<file path="config.mk">
export PLATFORM = sky130hd
export DESIGN_NAME = la_trace_decoder_flat
export DESIGN_NICKNAME = d
export VERILOG_FILES = /design/src/rtl/la_trace_decoder_if.sv /design/src/rtl/la_trace_decoder.sv /design/src/flat_wrapper.sv
export SDC_FILE = /design/constraint.sdc
export NUM_CORES = 1
export LEC_CHECK = 0
export CAP_MARGIN = 5
export CORE_ASPECT_RATIO = 1.2
export CORE_MARGIN = 2
export CORE_UTILIZATION = 65
export DETAILED_ROUTE_END_ITERATION = 7
export DONT_BUFFER_PORTS = 1
export PLACE_DENSITY = 0.85
export SETUP_SLACK_MARGIN = 0.3
export SLEW_MARGIN = 25
export SYNTH_ARGS = -nofsm -noshare
export SYNTH_HDL_FRONTEND = slang
export SYNTH_SLANG_ARGS = --single-unit
</file>
<file path="constraint.sdc">
create_clock -name axi_clk -period 4.7 [get_ports axi_clk]
set_input_delay 0.47 -clock axi_clk [delete_from_list [all_inputs] [get_ports axi_clk]]
set_output_delay 0.47 -clock axi_clk [all_outputs]
set_load 0.02 [all_outputs]
</file>
<file path="src/rtl/la_trace_decoder_if.sv">
// la_trace_decoder_if: packet stream in and expanded sample stream out.
// Revision: 1.0
`default_nettype none

interface la_trace_decoder_if #(
  parameter int pDATA_WIDTH = 32,
  parameter int pSIG_WIDTH  = 24
);
  logic [pDATA_WIDTH-1:0] s_tdata;
  logic                   s_tvalid;
  logic                   s_tready;
  logic                   s_tlast;
  logic [1:0]             s_tuser;
  logic [pSIG_WIDTH-1:0]  out_data;
  logic                   out_valid;
  logic                   out_ready;
  logic                   out_first;
  logic                   out_gap;
  logic                   out_last;
  logic [1:0]             out_tuser;

  modport slave (
    input  s_tdata, s_tvalid, s_tlast, s_tuser, out_ready,
    output s_tready, out_data, out_valid, out_first, out_gap, out_last, out_tuser
  );

  modport master (
    output s_tdata, s_tvalid, s_tlast, s_tuser, out_ready,
    input  s_tready, out_data, out_valid, out_first, out_gap, out_last, out_tuser
  );
endinterface

`default_nettype wire

</file>
<file path="src/rtl/la_trace_decoder.sv">
// ---------------------------------------------------------------------------
// la_trace_decoder: expands run-length-encoded LA packets {rc, signals} into
// a per-cycle signal trace; optional repeat checker under LA_DEC_CHECK_EN.
// Revision: 1.0
// ---------------------------------------------------------------------------
`default_nettype none

module la_trace_decoder #(
  parameter int pDATA_WIDTH = 32,
  parameter int pSIG_WIDTH  = 24,
  parameter int pOVF_CNT_W  = 16
) (
  input  logic                  axi_clk,
  input  logic                  axi_reset_n,
  input  logic                  dec_clear,
  la_trace_decoder_if.slave     bus,
  output logic                  ovf_flag,
  output logic [pOVF_CNT_W-1:0] ovf_count
`ifdef LA_DEC_CHECK_EN
  ,
  output logic                  err_repeat,
  output logic [7:0]            err_count
`endif
);

  localparam logic [0:0] IDLE   = 1'b0;
  localparam logic [0:0] EXPAND = 1'b1;

  logic [0:0]            r_state;
  logic [7:0]            r_rem;
  logic [pSIG_WIDTH-1:0] r_data;
  logic                  r_first;
  logic                  r_gap;
  logic                  r_tlast;
  logic [1:0]            r_tuser;
  logic                  r_gap_pend;
  logic                  r_ovf_flag;
  logic [pOVF_CNT_W-1:0] r_ovf_count;

  logic [7:0]            w_rc;
  logic [pSIG_WIDTH-1:0] w_sig;
  logic                  w_accept;
  logic                  w_load;
  logic                  w_marker;
  logic                  w_hs;

  assign w_rc     = bus.s_tdata[pDATA_WIDTH-1 -: 8];
  assign w_sig    = bus.s_tdata[pSIG_WIDTH-1:0];
  assign w_hs     = (r_state == EXPAND) && bus.out_ready;
  // Ready looks through out_ready so the next packet loads as the last sample leaves.
  assign bus.s_tready = axi_reset_n && !dec_clear &&
                        ((r_state == IDLE) || (bus.out_ready && (r_rem == 8'd1)));
  assign w_accept = bus.s_tvalid && bus.s_tready;
  assign w_load   = w_accept && (w_rc != 8'd0);
  assign w_marker = w_accept && (w_rc == 8'd0);

  always_ff @(posedge axi_clk or negedge axi_reset_n) begin
    if (!axi_reset_n) begin
      r_state     <= IDLE;
      r_rem       <= 8'd0;
      r_data      <= '0;
      r_first     <= 1'b0;
      r_gap       <= 1'b0;
      r_tlast     <= 1'b0;
      r_tuser     <= 2'b00;
      r_gap_pend  <= 1'b0;
      r_ovf_flag  <= 1'b0;
      r_ovf_count <= '0;
    end else if (dec_clear) begin
      r_state     <= IDLE;
      r_rem       <= 8'd0;
      r_data      <= '0;
      r_first     <= 1'b0;
      r_gap       <= 1'b0;
      r_tlast     <= 1'b0;
      r_tuser     <= 2'b00;
      r_gap_pend  <= 1'b0;
      r_ovf_flag  <= 1'b0;
      r_ovf_count <= '0;
    end else begin
      if (w_load) begin
        r_state    <= EXPAND;
        r_rem      <= w_rc;
        r_data     <= w_sig;
        r_first    <= 1'b1;
        r_gap      <= r_gap_pend;
        r_tlast    <= bus.s_tlast;
        r_tuser    <= bus.s_tuser;
        r_gap_pend <= 1'b0;
      end else if (w_hs) begin
        r_rem   <= r_rem - 8'd1;
        r_first <= 1'b0;
        r_gap   <= 1'b0;
        if (r_rem == 8'd1) begin
          r_state <= IDLE;
        end
      end
      if (w_marker) begin
        r_gap_pend <= 1'b1;
        r_ovf_flag <= 1'b1;
        if (r_ovf_count != {pOVF_CNT_W{1'b1}}) begin
          r_ovf_count <= r_ovf_count + 1'b1;
        end
      end
    end
  end

  assign bus.out_valid = (r_state == EXPAND);
  assign bus.out_data  = r_data;
  assign bus.out_first = r_first;
  assign bus.out_gap   = r_gap;
  assign bus.out_last  = r_tlast && (r_rem == 8'd1);
  assign bus.out_tuser = r_tuser;
  assign ovf_flag      = r_ovf_flag;
  assign ovf_count     = r_ovf_count;

`ifdef LA_DEC_CHECK_EN
  logic [pSIG_WIDTH-1:0] r_prev_sig;
  logic                  r_prev_vld;
  logic                  r_err;
  logic [7:0]            r_err_cnt;

  // An unbroken repeat of the same signals should have been merged upstream.
  always_ff @(posedge axi_clk or negedge axi_reset_n) begin
    if (!axi_reset_n) begin
      r_prev_sig <= '0;
      r_prev_vld <= 1'b0;
      r_err      <= 1'b0;
      r_err_cnt  <= 8'd0;
    end else if (dec_clear) begin
      r_prev_sig <= '0;
      r_prev_vld <= 1'b0;
      r_err      <= 1'b0;
      r_err_cnt  <= 8'd0;
    end else if (w_load) begin
      r_prev_sig <= w_sig;
      r_prev_vld <= 1'b1;
      if (r_prev_vld && (w_sig == r_prev_sig) && !r_gap_pend) begin
        r_err <= 1'b1;
        if (r_err_cnt != 8'hFF) begin
          r_err_cnt <= r_err_cnt + 8'd1;
        end
      end
    end
  end

  assign err_repeat = r_err;
  assign err_count  = r_err_cnt;
`endif

endmodule

`default_nettype wire

</file>
<file path="src/flat_wrapper.sv">
// flat-port wrapper written by rule: the top's interface ports become plain ports
module la_trace_decoder_flat 
#(
  parameter int pDATA_WIDTH = 32,
  parameter int pSIG_WIDTH  = 24,
  parameter int pOVF_CNT_W  = 16
)
  (axi_clk, axi_reset_n, dec_clear, ovf_flag, ovf_count, bus_s_tdata, bus_s_tvalid, bus_s_tlast, bus_s_tuser, bus_out_ready, bus_s_tready, bus_out_data, bus_out_valid, bus_out_first, bus_out_gap, bus_out_last, bus_out_tuser);
  la_trace_decoder_if #(.pDATA_WIDTH(pDATA_WIDTH), .pSIG_WIDTH(pSIG_WIDTH)) bus_i ();
  input  logic axi_clk;
  input  logic axi_reset_n;
  input  logic dec_clear;
  output logic ovf_flag;
  output logic [pOVF_CNT_W-1:0] ovf_count;
  input wire logic [$bits(bus_i.s_tdata)-1:0] bus_s_tdata;
  input wire logic [$bits(bus_i.s_tvalid)-1:0] bus_s_tvalid;
  input wire logic [$bits(bus_i.s_tlast)-1:0] bus_s_tlast;
  input wire logic [$bits(bus_i.s_tuser)-1:0] bus_s_tuser;
  input wire logic [$bits(bus_i.out_ready)-1:0] bus_out_ready;
  output wire logic [$bits(bus_i.s_tready)-1:0] bus_s_tready;
  output wire logic [$bits(bus_i.out_data)-1:0] bus_out_data;
  output wire logic [$bits(bus_i.out_valid)-1:0] bus_out_valid;
  output wire logic [$bits(bus_i.out_first)-1:0] bus_out_first;
  output wire logic [$bits(bus_i.out_gap)-1:0] bus_out_gap;
  output wire logic [$bits(bus_i.out_last)-1:0] bus_out_last;
  output wire logic [$bits(bus_i.out_tuser)-1:0] bus_out_tuser;
  assign bus_i.s_tdata = bus_s_tdata;
  assign bus_i.s_tvalid = bus_s_tvalid;
  assign bus_i.s_tlast = bus_s_tlast;
  assign bus_i.s_tuser = bus_s_tuser;
  assign bus_i.out_ready = bus_out_ready;
  assign bus_s_tready = bus_i.s_tready;
  assign bus_out_data = bus_i.out_data;
  assign bus_out_valid = bus_i.out_valid;
  assign bus_out_first = bus_i.out_first;
  assign bus_out_gap = bus_i.out_gap;
  assign bus_out_last = bus_i.out_last;
  assign bus_out_tuser = bus_i.out_tuser;
  la_trace_decoder #(.pDATA_WIDTH(pDATA_WIDTH), .pSIG_WIDTH(pSIG_WIDTH), .pOVF_CNT_W(pOVF_CNT_W)) u_core (.axi_clk(axi_clk), .axi_reset_n(axi_reset_n), .dec_clear(dec_clear), .bus(bus_i), .ovf_flag(ovf_flag), .ovf_count(ovf_count));
endmodule
</file>
### Word-level counts from Yosys, hierarchy flattened

Cells that the tools add are included.

* register bits after elaboration: 56
* word-level logic and storage cells: 61

* add/sub/neg operators: 2
* eq/ne operators: 2
* muxes and demuxes: 26
* bitwise logic cells: 1
* reduce and logical (&&, ||, !) cells: 20

Operators with widths (number)
* two-way mux 16 bit: 3
* two-way mux 24 bit: 2
* two-way mux 8 bit: 3
* adder 16 x 1 -> 16 bit, second input constant: 1
* two-way mux 1 bit: 16
* != test 16 bit, second input constant: 1
* nonzero test 3 bit: 3
* equality test 8 x 1 -> 1 bit, second input constant: 1
* logical AND 1 bit: 8
* logical NOT 8 bit: 1
* nonzero test 8 bit: 1
* subtractor 8 x 1 -> 8 bit, second input constant: 1
* nonzero test 2 bit: 3
* two-way mux 2 bit: 2
* AND reduction 2 bit: 2
* logical NOT 1 bit: 1
* logical OR 1 bit: 1
* NOT 1 bit: 1

### Logic depth before layout (Yosys ltp)

Gate-level depths: netlist (run 1).

* depth in word-level cells: 9
* mapped depth: 9
* gate-level depth less buffers: 7

### Worst setup path after synthesis (run 1)

OpenSTA, ideal clock, no wires.

* path type: register -> register
* from: register u_core.r_rem[3]
* to: register u_core.r_ovf_count[10] (netlist: u_core.ovf_count[10])
* arrival: 2.299 ns
* setup slack: 2.277 ns
* stages on the path, launching flop included: 7
* buffers on the path: 1
* clock period less this slack: 2.423 ns
* cell sequence: dfrtp_1 > or4_4 > o41ai_4 > nand4_1 > clkbuf_1 > nor4_1 > mux2_2

* longest elaborated chain between the ends: 8

Ends and longest elaborated chain
* from (decl): line la_trace_decoder.sv:30 `logic [7:0] r_rem;`
* from (signal assigned): line la_trace_decoder.sv:83 `r_rem <= w_rc;`
* from (signal assigned): line la_trace_decoder.sv:91 `r_rem <= r_rem - 8'd1;`
* equality test 8 x 1 -> 1 bit: line la_trace_decoder.sv:52 `((r_state == IDLE) || (bus.out_ready && (r_rem == 8'd1)));`
* logical AND 1 bit: line la_trace_decoder.sv:52
* logical OR 1 bit: line la_trace_decoder.sv:52
* logical AND 1 bit: line la_trace_decoder.sv:51 `assign bus.s_tready = axi_reset_n && !dec_clear &&`
* logical AND 1 bit: line la_trace_decoder.sv:53 `assign w_accept = bus.s_tvalid && bus.s_tready;`
* logical AND 1 bit: line la_trace_decoder.sv:55 `assign w_marker = w_accept && (w_rc == 8'd0);`
* nonzero test 2 bit (no source line)
* AND reduction 2 bit (no source line)
* to (signal assigned): line la_trace_decoder.sv:102 `r_ovf_count <= r_ovf_count + 1'b1;`
* to (decl): line la_trace_decoder.sv:38 `logic [pOVF_CNT_W-1:0] r_ovf_count;`

Every way passes these cells.
A chain may end at the register's enable or synchronous reset.

### Worst setup path in the final report (run 1)

* from: register u_core.r_rem[3]
* to: output port bus_s_tready

* longest elaborated chain between the ends: 4

Ends and longest elaborated chain
* equality test 8 x 1 -> 1 bit: line la_trace_decoder.sv:52
* logical AND 1 bit: line la_trace_decoder.sv:52
* logical OR 1 bit: line la_trace_decoder.sv:52
* logical AND 1 bit: line la_trace_decoder.sv:51
* to (decl): line flat_wrapper.sv:20 `output wire logic [$bits(bus_i.s_tready)-1:0] bus_s_tready;`

Every way passes these cells.

==> results.md, run 1 <==
* Final hold vios at 6
* Clk_lat worst skew at roughly 320 ps
* # DRC at 0
* Most common cell after layout, fill and taps aside: dfrtp_1
* Fraction of layout cells with a size suffix above 1 at 8.61%
* Critical Path Source Type: flop
* Sum Neg Setup Slack at 0 ps
* Seq pwr share at 59.8%
* Worst R2R Path Depth at 6
* Maximum clock frequency at approximately 350 MHz
* Syn_nets at 290
* Worst setup path class: flop to output pin
* Largest net degree at the start of global routing at 57
* Worst Max-Slew Pin Slew at 951 ps
* Share of the synthesized area in the top cell type at 53.1%
* Peak supply drop at 0.239 mV
* Slew HR at 36.0%
* Req. time, crit path at 4230 ps
* DRT antenna net count at 0
* Register area at between 0.001 and 0.0015 mm^2
* CP Max Fanout at 6
* Vias/cell at 6.86
* IO Pins at 88
* Setup violations, final at 0
* Sequential share of the synthesized area at about 53%
* CTS Sinks at 56
* First-pass GRT wire length at 9360 um
* Yosys warns at 0
* Port Buffers at 0
* Synth Flop Type: dfrtp_1
* Die area at between 0.004 and 0.005 mm^2
* EDFF count, synth at 0
* Internal power at 0.000650 W
* Vias in the first global route at roughly 1900
* Hold Path Class: input port to asynchronous set/reset pin
* Initial antenna violation count at 0
* P&R area growth vs syn at 6.16%
* Failing checks: negative hold slack
* XOR/XNOR share of the synthesized area at 0.664%
* Most frequent cells in the layout: dfrtp_1 (56), a22o_1 (29), a21oi_1 (18), nand2_1 (17)
* Pwr Total at 0.000906 W
* GRT overflow at 0
* Clock skew at 10.2 ps
* Iter 0 DRT Violations at 185
* Max Cap Violations at 0
* Die width at 62.2 um
* Sw Ratio at ~28%
* Combinational share of power at 9.6%
* PwrDens at between 300 and 400 mW/mm^2
* Site Rows at 25
* Mux share of post-synthesis cell area at under 10%
* Async SR Flop Fraction at between 90% and 100%
* DP Wirelength at 3790 um
* NetSw at 0.000257 W
* CORE AREA at 0.00391 mm^2
* Via total after detailed routing at around 2000
* Drt wl/cell at 19.1 um
* Initial Utilization at 67.5%
* Clk pwr share at 30.6%
* Unrepaired setup endpoints after global routing: no
* Die Ht at 73.8 um
* Simple-Gate Fraction of Synth Area at around 17%
* Final nets at 286
* Yosys top cell by area: dfrtp_1
* Status: finished with violations
* Pins Over Slew Limit at 0
* GR Util All Layers at 25.9%
* Ranking of synthesized cells by area: dfrtp_1 (53%), a22o_1 (9.6%), a21oi_1 (3.6%), o31ai_1 (2.8%), or4_1 (2.6%)
* Leak at roughly 1.2 nW
* Ant diodes at 0
* Syn Inst Count at between 200 and 250
* Register bit count reported by yosys at 56
* Critical Path End Type: output pin
* Hold slack at -7.15 ps
* Largest family of logic cells by synthesized area: compound AO/OA/AOI/OAI gates
* Final WL at around 5700 um
* CTS tree: yes
* Multi-input gate area at 0.00116 mm^2
* H-Tree Depth at 2
* Synth Cell Area at 0.00264 mm^2
* Yosys cell types at 42
* Post-Synth Adder-Cell Area at 1.42%
* FILL cells at 300
* Clk root buf: clkbuf_8
* Critical path arrival at approximately 2400 ps
* Num CTS Buffers at 5
* Avg Inst Size Synth at 10.7 um^2
* Routability cong. at between 0.9 and 1
* Postcts setup bufs at 0
* Max Buffers Root-to-Sink at 2
* 1st-pass router iterations at 4
* Post-synthesis compound-gate area fraction at 23.1%
* Final Critical Period at 2880 ps
* Clock transition at path regs at approximately 110 ps
* Final period util at 61.2%
==> cell usage after synthesis, drive strengths merged (6+ instances only) <==
library cell	instances
a21oi	19
nand3	10
o31ai	10
nand2	17
nor4	7
or4	10
inv	8
o21ai	6
nor2	9
clkbuf	13
a22o	29
dfrtp	56
==> cell families (layout without fill, tap and decap cells) <==
family / after synthesis / count (layout)
compound gates: 80 / 80
simple gates: 80 / 80
flops: 56 / 56
buf+inv: 23 / 20
fa+ha+maj: 3 / 3
mux: 3 / 3
xor+xnor: 2 / 2
==> through the flow <==
stage	cell area [um^2]	util [%]	worst slack, ps	std cells
floorplan	2640	-	2280	247
CTS	2800	71.6	1820	298
global route	2800	71.6	1710	298
finish	2800	71.6	1820	298
global placement	2680	68.5	2140	289
detailed placement	2680	68.5	2060	289
==> path summary, 6_finish.rpt <==
check                                  start              endpoint  slack (ps)
min                              axi_reset_n       u_core.r_rem[7]          -7
min reg2reg                u_core.r_gap_pend     u_core.r_gap_pend         510
max in group asynchronous        axi_reset_n       u_core.ovf_flag        4470
min in group axi_clk               dec_clear  u_core.bus.out_valid         200
max                          u_core.r_rem[3]          bus_s_tready        1820
max reg2reg                  u_core.r_rem[3]   u_core.ovf_count[9]        2020
==> routing by layer <==
metal	share of wire (%)	wire (um)	global-route usage, %
met1	40	2310	35.6
met2	50	2860	41.1
met3	7.9	449	6.89
met4	1.4	82	8.15
met5	0	0	0
==> final cells by class <==
| class | count | share of cell area [%] |
|---|---|---|
| clock buffer | 5 | 2.46 |
| clock inverter | 3 | 0.983 |
| inverter | 8 | 1.07 |
| multi-input combinational | 168 | 41.3 |
| sequential | 56 | 50.0 |
| tap | 54 | 2.41 |
| timing repair buffer | 4 | 1.79 |
==> worst max-delay path, cell delays in order, from the launching register on <==
cell and delay (ps):
dfrtp_1 450, or4_4 580, o41a_1 460, nor3b_1 590
==> flip-flops by register name, summed over array words and instances (netlist names) <==
name and cells:
u_core.bus.out_valid 1, u_core.bus.out_data 24, u_core.ovf_count 16, u_core.bus.out_gap 1
u_core.bus.out_first 1, u_core.ovf_flag 1, u_core.r_tlast 1, u_core.r_rem 8
u_core.bus.out_tuser 2, u_core.r_gap_pend 1
==> power by group through the flow <==
stage	Sequential, W	Combinational (W)	Clock, W
after floorplan	0.000546	0.0000649	0
after global placement	0.000550	0.0000730	0
after detailed placement	0.000551	0.0000744	0
after CTS	0.000542	0.0000871	0.000284
after global routing	0.000546	0.0000968	0.000306
final	0.000542	0.0000866	0.000277
==> timing repair <==
item                                   4_1_cts  5_1_grt
endpoints found under the hold margin       56        0
hold buffers                                 1        0
resized for setup                            0        0
No activity file was read; power rests on OpenSTA's default activity.
==> run 2, diff against run 1 <==
- CORE_UTILIZATION: 65 -> 56
- PLACE_DENSITY: 0.85 -> 0.78
- clock period: 4.7 -> 2.4 ns (I/O delays scaled with it)
==> run 2 against run 1 <==
- the flow finishes with violations (negative hold slack, negative setup slack)
- via count increased by 13%
- sequential power grew 96%
- worst setup slack got worse by 1900 ps
- utilization is 4.6 points higher
- count of clock-buffer cells in the layout unchanged
- clock power increased by 92%
- critical endpoint is now u_core.ovf_count[7]
==> results.md, run 2 (synthesis gave the netlist of run 1 again) <==
* Post-CTS Hold Buffers at 2 (+1)
* Pins Over Slew Limit at 0 (unchanged)
* CTS tree: yes
* GRT overflow at 0 (unchanged)
* Ant diodes at 0 (unchanged)
* Failing checks: negative hold slack, negative setup slack
* Critical Path End Type: flop
* Slack of the worst reg-to-reg path at -50 ps (-2070 ps)
* Fraction of layout cells with a size suffix above 1 at 32.4% (+24 points)
* CORE AREA at 0.00456 mm^2 (+17%)
* Multi-input gate area at 0.00142 mm^2 (+23%)
* Port Buffers at 0 (unchanged)
* Vias in the first global route at 2123 (+12%)
* Cell Chain, Critical Path: or4_4 -> o41ai_4 -> nand4_1 -> buf_6 -> buf_12 -> or4_1 -> a21oi_1
* Leak at 1.46 nW (+23%)
* GR Util All Layers at 24.1% (-1.8 points)
* Worst Max-Slew Pin Slew at 481 ps (-470 ps)
* Pwr Total at 0.00186 W (+100%)
* Inst Count DP at 308 (+6.6%)
* Final WL at 7640 um (+34%)
* Peak supply drop at 0.360 mV (+51%)
* Site Rows at 27 (+8.0%)
* Slew HR at 67.6% (+32 points)
* Largest net degree at the start of global routing at 57 (unchanged)
* FILL cells at 300 (unchanged)
* Clock skew at 8.91 ps (-1.26 ps)
* Unrepaired setup endpoints after global routing: yes
* Iter 0 DRT Violations at 206 (+11%)
* CP Max Fanout at 8 (+2)
* Final Critical Period at 2450 ps
* Final worst slack at -54.0 ps (-1880 ps)
* Hold slack at -24.8 ps (-17.6 ps)
* Critical path arrival at 2690 ps (+280 ps)
* # DRC at 0 (unchanged)
* PwrDens at 533 mW/mm^2 (+65%)
* Final nets at 320 (+12%)
* Req. time, crit path at 2640 ps (-1590 ps)
* Routability cong. at 0.870 (-5.6%)
* Num CTS Buffers at 5 (unchanged)
* Register area at 0.00140 mm^2 (unchanged)
* Non-Filler Instances at 336 (+13%)
* Die width at 66.7 um (+7.2%)
* Final core occ at 76.3% (+4.6 points)
* Final period util at 102%
* Most frequent cells in the layout: dfrtp_1 (56), a22o_1 (29), buf_4 (19), nand2_1 (15), a21oi_1 (11)
* Die Ht at 79.2 um (+7.3%)
* P&R area growth vs syn at 31.8%
* Status: finished with violations
* Clk root buf: clkbuf_8
* Final hold vios at 13 (+7)
* DRT antenna net count at 0 (unchanged)
* Die area at 0.00528 mm^2 (+15%)
* DP Wirelength at 4270 um (+13%)
* Hold Path Class: input port to flop
* IO Pins at 88 (unchanged)
* Critical Path Source Type: flop
* Vias/cell at 6.86 (about the same)
* Max Cap Violations at 0 (unchanged)
* CTS Sinks at 56 (unchanged)
* Clk_lat worst skew at 310 ps (about the same)
* H-Tree Depth at 2 (unchanged)
* Max Buffers Root-to-Sink at 2 (unchanged)
* Worst setup path class: flop to flop
* Sum Neg Setup Slack at -252 ps (-252 ps)
* Initial Utilization at 57.9% (-9.6 points)
* 1st-pass router iterations at 6 (+2)
* Clock transition at path regs at 110 ps (about the same)
* CP max-delay cell: or4_4
* Initial antenna violation count at 0 (unchanged)
* First-pass GRT wire length at 9830 um (+4.9%)
* Worst path max stage delay at 550 ps (-40 ps)
* Most common cell after layout, fill and taps aside: dfrtp_1
* Number of flip-flops in the largest register at 24 (unchanged)
* Setup violations, final at 8 (+8)
* Via total after detailed routing at 2305 (+13%)
* Drt wl/cell at 22.7 um (+19%)
* Maximum clock frequency at a little over 400 MHz
## run 2: changes by cell type in the layout (fill, tap and decap cells not counted), moves of 5 or more
| cell | change |
|---|---|
| a21oi_2 | +6 |
| a21oi_1 | -7 |
| buf_4 | +16 |
| clkbuf_16 | +5 |
| buf_6 | +9 |
| or4_4 | +6 |
| or4_1 | -6 |
## run 2: layout make-up
cell class	instances	share of cell area, %
Timing Repair Buffer	38	13.4
Clock inverter	3	0.647
Multi-Input combinational cell	168	40.7
Inverter	8	0.863
Sequential cell	56	40.3
Tap cell	58	2.09
Clock buffer	5	1.98
## run 2: where the power goes
group	total (W)	internal [W]	switching (W)
combinational	0.000262	0.000124	0.000138
sequential	0.00106	0.000985	0.0000762
clock	0.000532	0.000210	0.000322
## run 2: path summary, 6_finish.rpt
path,start,to,cells past startpoint
min in group asynchronous,axi_reset_n,u_core.r_rem[5],2
hold / removal,dec_clear,u_core.ovf_count[11],1
setup / recovery,u_core.r_rem[2],u_core.ovf_count[7],7
setup reg to reg,u_core.r_rem[2],u_core.ovf_count[7],7
hold reg to reg,u_core.r_gap_pend,u_core.r_gap_pend,1
max in group asynchronous,axi_reset_n,u_core.bus.out_data[12],2
## run 2: layer usage
metal / part of all wire [%] / track usage [%]
met2: 53 / 39.7
met3: 6.9 / 6.09
met1: 38 / 29.7
met5: 0 / 0
met4: 2.1 / 10.6
## run 2: metrics by stage
| step | setup WS, ps | cell area (um^2) |
|---|---|---|
| finish | -54.0 | 3480 |
| global route | -93.4 | 3480 |
| CTS | 40.2 | 3050 |
| detailed placement | 59.7 | 2850 |
| global placement | 111 | 2850 |
| floorplan | 80.2 | 2670 |
## run 2: worst max-delay path: cells and delay by family, from the launching register on
family / cells / cell delay [ps]
AND/OR/NAND/NOR: 3 / 1220
AO/OA/AOI/OAI: 2 / 410
buffers and inverters: 2 / 320
flip-flops: 1 / 420
## run 2: what timing repair did
| action | CTS | global route |
|---|---|---|
| endpoints found under the hold margin | 71 | 15 |
| setup buffers | 5 | 8 |
| endpoints found under the setup margin | 29 | 33 |
| gates cloned | 0 | 5 |
| pin swaps | 5 | 36 |
| gates resized for setup | 5 | 54 |
